### src/rtl/muldiv_pkg.sv
// Shared definitions for the iterative multiply/divide unit:
// operation encodings, FSM states and the iteration count.
package muldiv_pkg;

  localparam logic [2:0] OP_MULT  = 3'd0;
  localparam logic [2:0] OP_MULTU = 3'd1;
  localparam logic [2:0] OP_DIV   = 3'd2;
  localparam logic [2:0] OP_DIVU  = 3'd3;
  localparam logic [2:0] OP_MTHI  = 3'd4;
  localparam logic [2:0] OP_MTLO  = 3'd5;

  // One multiplier/quotient bit is resolved per CALC cycle.
  localparam int ITER_COUNT = 32;

  typedef enum logic [1:0] {
    IDLE = 2'd0,
    CALC = 2'd1,
    FIX  = 2'd2
  } state_t;

endpackage

### src/rtl/muldiv_if.sv
// Request/result bundle between the execute stage and the multiply/divide
// unit. The core side is the master, the unit is the slave.
interface muldiv_if #(parameter int WIDTH = 32);

  logic             md_start;
  logic [2:0]       md_op;
  logic [WIDTH-1:0] md_a;
  logic [WIDTH-1:0] md_b;
  logic             md_flush;
  logic             md_busy;
  logic             md_done;
  logic [WIDTH-1:0] md_hi;
  logic [WIDTH-1:0] md_lo;

  modport master (
    output md_start, md_op, md_a, md_b, md_flush,
    input  md_busy, md_done, md_hi, md_lo
  );

  modport slave (
    input  md_start, md_op, md_a, md_b, md_flush,
    output md_busy, md_done, md_hi, md_lo
  );

endinterface

### src/rtl/md_signfix.sv
// Conditional two's-complement negation. With negate tied to the sign bit
// it yields an absolute value; with negate tied to a sign mismatch it
// restores the sign of a magnitude result.
module md_signfix #(
  parameter int W = 32
) (
  input  logic [W-1:0] value,
  input  logic         negate,
  output logic [W-1:0] result
);

  assign result = negate ? ({W{1'b0}} - value) : value;

endmodule

### src/rtl/muldiv_unit.sv
// Iterative multiply/divide unit with HI/LO registers. Signed operations
// run on operand magnitudes and the sign is applied once in FIX, so the
// same shift-add / restoring shift-subtract datapath serves both
// signednesses.
module muldiv_unit
  import muldiv_pkg::*;
#(
  parameter int WIDTH = 32
) (
  input  logic     clk,
  input  logic     rst_n,
  muldiv_if.slave  md
);

  localparam int CW = $clog2(ITER_COUNT);

  state_t             state;
  state_t             state_next;
  logic [CW-1:0]      cnt;
  logic               is_div;
  logic               sign_a;
  logic               sign_b;
  logic               div_zero;
  logic [WIDTH-1:0]   a_orig;
  logic [WIDTH-1:0]   opnd;
  logic [2*WIDTH-1:0] acc;
  logic [WIDTH-1:0]   hi;
  logic [WIDTH-1:0]   lo;
  logic               done;

  logic               in_signed;
  logic [WIDTH-1:0]   a_abs;
  logic [WIDTH-1:0]   b_abs;
  logic               accept_arith;
  logic               accept_move;
  logic               fix_write;
  logic [WIDTH:0]     mul_sum;
  logic [WIDTH:0]     rem_shift;
  logic [WIDTH:0]     rem_diff;
  logic [2*WIDTH-1:0] acc_step;
  logic [2*WIDTH-1:0] prod_fixed;
  logic [WIDTH-1:0]   quo_fixed;
  logic [WIDTH-1:0]   rem_fixed;

  assign in_signed = (md.md_op == OP_MULT) || (md.md_op == OP_DIV);

  // A flush in the same cycle as a request wins, so nothing is accepted.
  assign accept_arith = (state == IDLE) && md.md_start && !md.md_flush && !md.md_op[2];
  assign accept_move  = (state == IDLE) && md.md_start && !md.md_flush &&
                        ((md.md_op == OP_MTHI) || (md.md_op == OP_MTLO));
  assign fix_write    = (state == FIX) && !md.md_flush;

  md_signfix #(.W(WIDTH)) u_abs_a (
    .value  (md.md_a),
    .negate (in_signed & md.md_a[WIDTH-1]),
    .result (a_abs)
  );

  md_signfix #(.W(WIDTH)) u_abs_b (
    .value  (md.md_b),
    .negate (in_signed & md.md_b[WIDTH-1]),
    .result (b_abs)
  );

  md_signfix #(.W(2*WIDTH)) u_fix_prod (
    .value  (acc),
    .negate (sign_a ^ sign_b),
    .result (prod_fixed)
  );

  md_signfix #(.W(WIDTH)) u_fix_quo (
    .value  (acc[WIDTH-1:0]),
    .negate (sign_a ^ sign_b),
    .result (quo_fixed)
  );

  md_signfix #(.W(WIDTH)) u_fix_rem (
    .value  (acc[2*WIDTH-1:WIDTH]),
    .negate (sign_a),
    .result (rem_fixed)
  );

  // Multiply keeps {partial product, remaining multiplier bits} in acc and
  // shifts right; divide keeps {remainder, dividend/quotient} and shifts left,
  // keeping the trial subtraction only when it does not borrow.
  assign mul_sum   = {1'b0, acc[2*WIDTH-1:WIDTH]} + {1'b0, (acc[0] ? opnd : {WIDTH{1'b0}})};
  assign rem_shift = {acc[2*WIDTH-1:WIDTH], acc[WIDTH-1]};
  assign rem_diff  = rem_shift - {1'b0, opnd};
  assign acc_step  = !is_div         ? {mul_sum, acc[WIDTH-1:1]} :
                     rem_diff[WIDTH] ? {rem_shift[WIDTH-1:0], acc[WIDTH-2:0], 1'b0} :
                                       {rem_diff[WIDTH-1:0], acc[WIDTH-2:0], 1'b1};

  // State register.
  always_ff @(posedge clk or negedge rst_n) begin
    if (!rst_n) state <= IDLE;
    else        state <= state_next;
  end

  // Next-state logic; flush overrides every transition.
  always_comb begin
    state_next = state;
    case (state)
      IDLE:    if (accept_arith) state_next = CALC;
      CALC:    if (cnt == CW'(ITER_COUNT - 1)) state_next = FIX;
      FIX:     state_next = IDLE;
      default: state_next = IDLE;
    endcase
    if (md.md_flush) state_next = IDLE;
  end

  // Operand latch on acceptance and one iteration per CALC cycle.
  always_ff @(posedge clk or negedge rst_n) begin
    if (!rst_n) begin
      cnt      <= '0;
      is_div   <= 1'b0;
      sign_a   <= 1'b0;
      sign_b   <= 1'b0;
      div_zero <= 1'b0;
      a_orig   <= '0;
      opnd     <= '0;
      acc      <= '0;
    end else if (accept_arith) begin
      cnt      <= '0;
      is_div   <= md.md_op[1];
      sign_a   <= in_signed & md.md_a[WIDTH-1];
      sign_b   <= in_signed & md.md_b[WIDTH-1];
      div_zero <= (md.md_b == {WIDTH{1'b0}});
      a_orig   <= md.md_a;
      opnd     <= md.md_op[1] ? b_abs : a_abs;
      acc      <= {{WIDTH{1'b0}}, (md.md_op[1] ? a_abs : b_abs)};
    end else if (state == CALC) begin
      cnt <= cnt + CW'(1);
      acc <= acc_step;
    end
  end

  // HI/LO change only on a sign-corrected result in FIX or on MTHI/MTLO.
  always_ff @(posedge clk or negedge rst_n) begin
    if (!rst_n) begin
      hi <= '0;
      lo <= '0;
    end else if (fix_write) begin
      if (is_div && div_zero) begin
        hi <= a_orig;
        lo <= {WIDTH{1'b1}};
      end else if (is_div) begin
        hi <= rem_fixed;
        lo <= quo_fixed;
      end else begin
        hi <= prod_fixed[2*WIDTH-1:WIDTH];
        lo <= prod_fixed[WIDTH-1:0];
      end
    end else if (accept_move) begin
      if (md.md_op == OP_MTHI) hi <= md.md_a;
      else                     lo <= md.md_a;
    end
  end

  // Completion pulse for exactly the cycle after a FIX write.
  always_ff @(posedge clk or negedge rst_n) begin
    if (!rst_n) done <= 1'b0;
    else        done <= fix_write;
  end

  assign md.md_busy = (state != IDLE);
  assign md.md_done = done;
  assign md.md_hi   = hi;
  assign md.md_lo   = lo;

endmodule
### src/flat_wrapper.sv
// flat-port wrapper written by rule: the top's interface ports become plain ports
module muldiv_unit_flat import muldiv_pkg::*;
#(
  parameter int WIDTH = 32
)
  (clk, rst_n, md_md_start, md_md_op, md_md_a, md_md_b, md_md_flush, md_md_busy, md_md_done, md_md_hi, md_md_lo);
  muldiv_if #(.WIDTH(WIDTH)) md_i ();
  input  logic clk;
  input  logic rst_n;
  input wire logic [$bits(md_i.md_start)-1:0] md_md_start;
  input wire logic [$bits(md_i.md_op)-1:0] md_md_op;
  input wire logic [$bits(md_i.md_a)-1:0] md_md_a;
  input wire logic [$bits(md_i.md_b)-1:0] md_md_b;
  input wire logic [$bits(md_i.md_flush)-1:0] md_md_flush;
  output wire logic [$bits(md_i.md_busy)-1:0] md_md_busy;
  output wire logic [$bits(md_i.md_done)-1:0] md_md_done;
  output wire logic [$bits(md_i.md_hi)-1:0] md_md_hi;
  output wire logic [$bits(md_i.md_lo)-1:0] md_md_lo;
  assign md_i.md_start = md_md_start;
  assign md_i.md_op = md_md_op;
  assign md_i.md_a = md_md_a;
  assign md_i.md_b = md_md_b;
  assign md_i.md_flush = md_md_flush;
  assign md_md_busy = md_i.md_busy;
  assign md_md_done = md_i.md_done;
  assign md_md_hi = md_i.md_hi;
  assign md_md_lo = md_i.md_lo;
  muldiv_unit #(.WIDTH(WIDTH)) u_core (.clk(clk), .rst_n(rst_n), .md(md_i));
endmodule
### config.mk
export PLATFORM = sky130hd
export DESIGN_NAME = muldiv_unit_flat
export DESIGN_NICKNAME = d
export VERILOG_FILES = /design/src/rtl/muldiv_pkg.sv /design/src/rtl/muldiv_if.sv /design/src/rtl/md_signfix.sv /design/src/rtl/muldiv_unit.sv /design/src/flat_wrapper.sv
export SDC_FILE = /design/constraint.sdc
export NUM_CORES = 1
export LEC_CHECK = 0
export BUFFER_PORTS_ARGS = -buffer_cell sky130_fd_sc_hd__buf_4
export CAP_MARGIN = 40
export CORE_MARGIN = 2
export CORE_UTILIZATION = 55
export DETAILED_ROUTE_END_ITERATION = 6
export PLACE_DENSITY = 0.84
export SYNTH_ARGS = -nofsm -noshare
export SYNTH_HDL_FRONTEND = slang
export SYNTH_SLANG_ARGS = --single-unit
### constraint.sdc
create_clock -name clk -period 3.5 [get_ports clk]
set_clock_uncertainty 0.2 [all_clocks]
set_input_delay 0.35 -clock clk [delete_from_list [all_inputs] [get_ports clk]]
set_output_delay 0.35 -clock clk [all_outputs]
set_load 0.005 [all_outputs]
# Word-level counts from Yosys, hierarchy flattened
# Index checks and enable logic that the tools add are counted.
# word_totals
register_bits	204
latchBits	0
ram_bits	0
romBits	0
input_bits	71
out_inout_bits	66
wordCells	80
n_memories	0
# classes
n_addsub	8
mul	0
div_mod_pow	0
n_lt_le_gt_ge	0
eq_ne	9
shifts	0
muxes	28
bitwise	3
reduce_logical	20
# op_table
cell	count
two-way mux 32 bit	17
two-way mux 64 bit	5
subtractor 1 x 32 -> 32 bit (first input constant)	4
subtractor 1 x 64 -> 64 bit (first input constant)	1
adder 32 x 32 -> 33 bit	1
subtractor 33 x 32 -> 33 bit	1
logical NOT 32 bit	1
two-way mux 5 bit	2
nonzero test 2 bit	4
== test 3 bit (second input constant)	2
logical AND 1 bit	6
two-way mux 2 bit	3
inequality test 3 x 2 -> 1 bit (second input constant)	2
AND reduction 2 bit	3
adder 5 x 1 -> 5 bit (second input constant)	1
== test 5 bit (second input constant)	1
case mux 2 bit (2 select lines)	1
== test 3 x 2 -> 1 bit (second input constant)	1
logical NOT 3 bit	1
AND 1 bit	2
== test 2 x 1 -> 1 bit (second input constant)	1
== test 2 bit (second input constant)	1
logical NOT 1 bit	2
logical NOT 2 bit	1
3 further kinds	4

# Depth between registers and ports, before layout
# depth
depth_word	7
depth_mapped	15
ltp_nobuf	13

# Cells and area by module
# From an unflattened synthesis, not the netlist that was laid out.
# unflattened
cells_unflattened	2272
area_unflattened_um2	19122.1
# modules_own_cells
module	instances	cells_per_inst	area_each_um2	seq_area_each_um2
muldiv_unit	1	1642	14600.3	5104.9
md_signfix at u_core.u_abs_a ...	4	108	767.0	0.0
md_signfix at u_core.u_fix_prod	1	198	1453.9	0.0

# Worst setup path before layout
# Ideal clock, no wire load.
# synth_timing
path_kind	register -> register
start	register u_core.acc[0]
end	register u_core.acc[56]
setup_time_ps	122
arrival_ps	3077
t_required_ps	3178
path_slack_ps	101
path_stages_with_launch	15
period_less_slack_ps	3399
cell_sequence	dfrtp_1 > clkbuf_1 > inv_1 > clkbuf_1 > nor2_1 > ha_1 > a21oi_1 > nor2b_1 > o21a_1 > a311oi_1 > a21boi_0 > or4b_1 > a21oi_1 > o21ai_0 > a32o_1
# synth_between
elab_chain_cells	5
# synth_rtl
element	line	source
from (decl)	muldiv_unit.sv:26	logic [2*WIDTH-1:0] acc;
from (signal assigned)	muldiv_unit.sv:130	acc <= {{WIDTH{1'b0}}, (md.md_op[1] ? a_abs : b_abs)};
from (signal assigned)	muldiv_unit.sv:133	acc <= acc_step;
two-way mux 32 bit	muldiv_unit.sv:86	assign mul_sum = {1'b0, acc[2*WIDTH-1:WIDTH]} + {1'b0, (acc[0] ? opnd : {WIDTH{1'b0}})};
adder 32 x 32 -> 33 bit	muldiv_unit.sv:86	
two-way mux 64 bit	muldiv_unit.sv:89	assign acc_step = !is_div ? {mul_sum, acc[WIDTH-1:1]} :
two-way mux 64 bit	muldiv_unit.sv:131	end else if (state == CALC) begin
two-way mux 64 bit	muldiv_unit.sv:122	end else if (accept_arith) begin
# Every way passes these cells. The select of a mux whose other input is x is not followed.
# A chain may end at the register's enable or synchronous reset.

# Worst setup path in the final report
# layout_timing
start	register u_core.acc[12]
end	register u_core.hi[7] (netlist: u_core.md.md_hi[7])
# layout_between
elab_chain_cells	5
# layout_rtl
element	line	source
subtractor 1 x 64 -> 64 bit	md_signfix.sv:12	assign result = negate ? ({W{1'b0}} - value) : value;
two-way mux 64 bit	md_signfix.sv:12	
two-way mux 32 bit	muldiv_unit.sv:146	end else if (is_div) begin
two-way mux 32 bit	muldiv_unit.sv:143	if (is_div && div_zero) begin
two-way mux 32 bit	muldiv_unit.sv:142	end else if (fix_write) begin
to (signal assigned)	muldiv_unit.sv:144	hi <= a_orig;
to (signal assigned)	muldiv_unit.sv:147	hi <= rem_fixed;
to (signal assigned)	muldiv_unit.sv:150	hi <= prod_fixed[2*WIDTH-1:WIDTH];
to (decl)	muldiv_unit.sv:27	logic [WIDTH-1:0] hi;
# Every way passes these cells.

==> flow_summary.toml <==
[setup_path]
crit_arrival_ps = 3620
r2r-end = "u_core.md.md_hi[7]"
start_kind = "flip-flop"
rrSetupSlack_ps = 70
endpoint_kind = "flip-flop"
worstSetupPathType = "flip-flop to flip-flop"
critPathMaxFanout = 7
regToRegStartpoint = "u_core.acc[12]"
r2r_cells = 11
required_ps = 3690

[yosys]
ys.flop_type = "dfrtp_1"
syn_inst = 2113
yosysTopAreaCell = "dfrtp_1"
yosys.area.top_type_share_pct = 30.5
yosysWarnings = 0
async_reset_ff_share_pct = 100
syn_area_um2 = 16800
synth_area_leaders = "dfrtp_1 30%, nand2_1 7.3%, ha_1 5.2%, o21ai_0 5.0%, mux2i_1 5.0%"
synth.avg_cell_area_um2 = 7.93
ys_seq_area_share_pct = 30.5
yosys.cell_types.count = 82
synth-edff-count = 0
synthesis.nets = 2256
synth-seq-cells = 204

[global_route]
first_global_vias = 17212
grt_pass1_wl_um = 100000
antenna_found_initial = 0
grt_usage_pct = 41.3
grt_max_degree = 110
globalRouteOverflowTotal = 0

[final_layout]
final_core_util_pct = 68.1
nNetsFinal = 2465
layout.cells.non_filler = 2731
synthToLayoutAreaGrowth_pct = 21.0
diodes = 0
drive_gt1_share_pct = 17.1
final_area_um2 = 20300

[detailed_routing]
firstDrtPassIters = 7
ant_nets = 0
drc = 1
vias_per_cell = 6.65
wl_um = 66600
drt-wirelength-per-cell_um = 24.4
via_count = 18174
drtIter0Drc = 2340

[floorplan]
ioPinCount = 137
dieArea_um2 = 31900
core_area_um2 = 29800
die_h_um = 179
rows = 63
start_util_pct = 56.3
die_w_um = 179

[run]
cap_viol_max_count = 0

[sta]
tightest_slew_ps = 944
period_needed_ps = 3430
hold_viol = 0
finalSetupTns_ps = 0
hold_slack_ps = 21.3
post-route-period-util_pct = 98.0
fmax_mhz = 292
setup_slack_ps = 71.4
max-slew-margin-rel_pct = 37.1
slew_viol_final = 0
finalSetupViolations = 0

[worst_hold_path]
min_from = "md_md_b[0]"
min_to = "u_core.opnd[0]"
min_path_cells = 3
hp-class = "input port to flip-flop"

[place]
io_buffers = 136
place_area_um2 = 19000
place.gp.congestion = 0.982
hpwlAfterDp_um = 49000
place_ws_ps = -82.5
dpl.cell_count = 2645

[pwr]
vdd_ir_drop_max_mv = 0.563
power_density_nw_per_um2 = 781
finalPower_mw = 15.8
p_leak_nw = 9.12

[clock_tree]
clock_sinks = 204
cts_tree = "done"
worst_skew_pair.late_latency_ps = 550
clockBufferDepth = 3
clk_pin_slew_worst_paths_ps = 60
numCtsBuffers = 25
clock-root-buffer = "clkbuf_16"
htreeDepth = 1

[status]
status = "complete, but fails checks"
violations = "design-rule violations"
## synth_stat cells (all sizes together) (22+ instances only)
library cell  instances
a21o                 27
a21oi               148
a31oi                25
a32oi                30
buf                  22
clkbuf              131
dfrtp               204
ha                   70
inv                  62
mux2i                83
nand2               324
nand3                30
nor2                162
nor3                 50
nor4                 24
o211ai               46
o21ai               180
o31ai                27
xnor2                91
xor2                 84
## state kept, by name, indices dropped and copies added, names as in the netlist, 2 cells and up
| signal | count |
|---|---|
| u_core.state | 2 |
| u_core.a_orig | 32 |
| u_core.cnt | 5 |
| u_core.md.md_hi | 32 |
| u_core.opnd | 32 |
| u_core.md.md_lo | 32 |
| u_core.acc | 64 |
## critical path: stages (launching register included)
cell and delay [ps]:
dfrtp_1 470, or3_1 380, or3_1 450, nor3_4 400
buf_4 200, and2_1 200, a211o_1 170, xor2_1 220
buf_4 180, nor2_1 50, a211oi_1 280, a21oi_1 70
## cells by family (layout without fill, tap and decap cells)
logic type / count (synthesis) / count (layout) / share of synthesized area [%]
mux: 89 / 89 / 5.36
simple gates: 735 / 735 / 20.6
flops: 204 / 204 / 30.5
fa+ha+maj: 72 / 72 / 5.46
buf+inv: 216 / 444 / 5.00
xor+xnor: 175 / 175 / 9.14
compound gates: 622 / 622 / 24.0
## where the power goes
| part | switching [mW] | internal [mW] |
|---|---|---|
| Clock | 1.11 | 1.58 |
| Combinational | 5.57 | 3.97 |
| Sequential | 0.631 | 2.97 |
## what timing repair did
item,CTS,global route
endpoints found under the hold margin,157,0
gates resized for setup,1,21
buffers inserted,0,4
gates cloned,0,0
pin swaps,0,4
endpoints found under the setup margin,2,19
hold buffers,36,0
## worst max path at each step
| stage | startpoint | endpoint |
|---|---|---|
| after floorplan | u_core.acc[0] | u_core.acc[56] |
| after global placement | u_core.acc[39] | u_core.acc[63] |
| after detailed placement | u_core.acc[39] | u_core.acc[63] |
| after CTS | u_core.acc[33] | u_core.md.md_hi[28] |
| after global routing | u_core.acc[0] | u_core.acc[56] |
| final | u_core.acc[12] | u_core.md.md_hi[7] |
## layout make-up
class	count	area (µm²)
multi-input cells	1693	10900
flip-flops and latches	204	5110
fillers	2409	9510
well taps	390	488
clock buffers	35	723
repair buffers	335	2690
clock inverters	11	111
inverters	63	236
## cells in the final DEF, fill, tap and decap left out, types with 61 or more instances in the layout
cell type,count
dfrtp_1,203
nor2_1,160
buf_4,291
xor2_1,84
a21oi_1,144
o21ai_0,167
xnor2_1,91
nand2_1,323
inv_1,61
ha_1,69
mux2i_1,83
## layer usage
| metal | track usage, % | share of wire (%) | routed length [µm] |
|---|---|---|---|
| met3 | 9.38 | 13 | 8370 |
| met2 | 62.6 | 43 | 28500 |
| met5 | 0 | 0 | 0 |
| met4 | 23.8 | 6.9 | 4630 |
| met1 | 54.2 | 38 | 25100 |
Note: power is estimated with default switching activity, not from simulation.
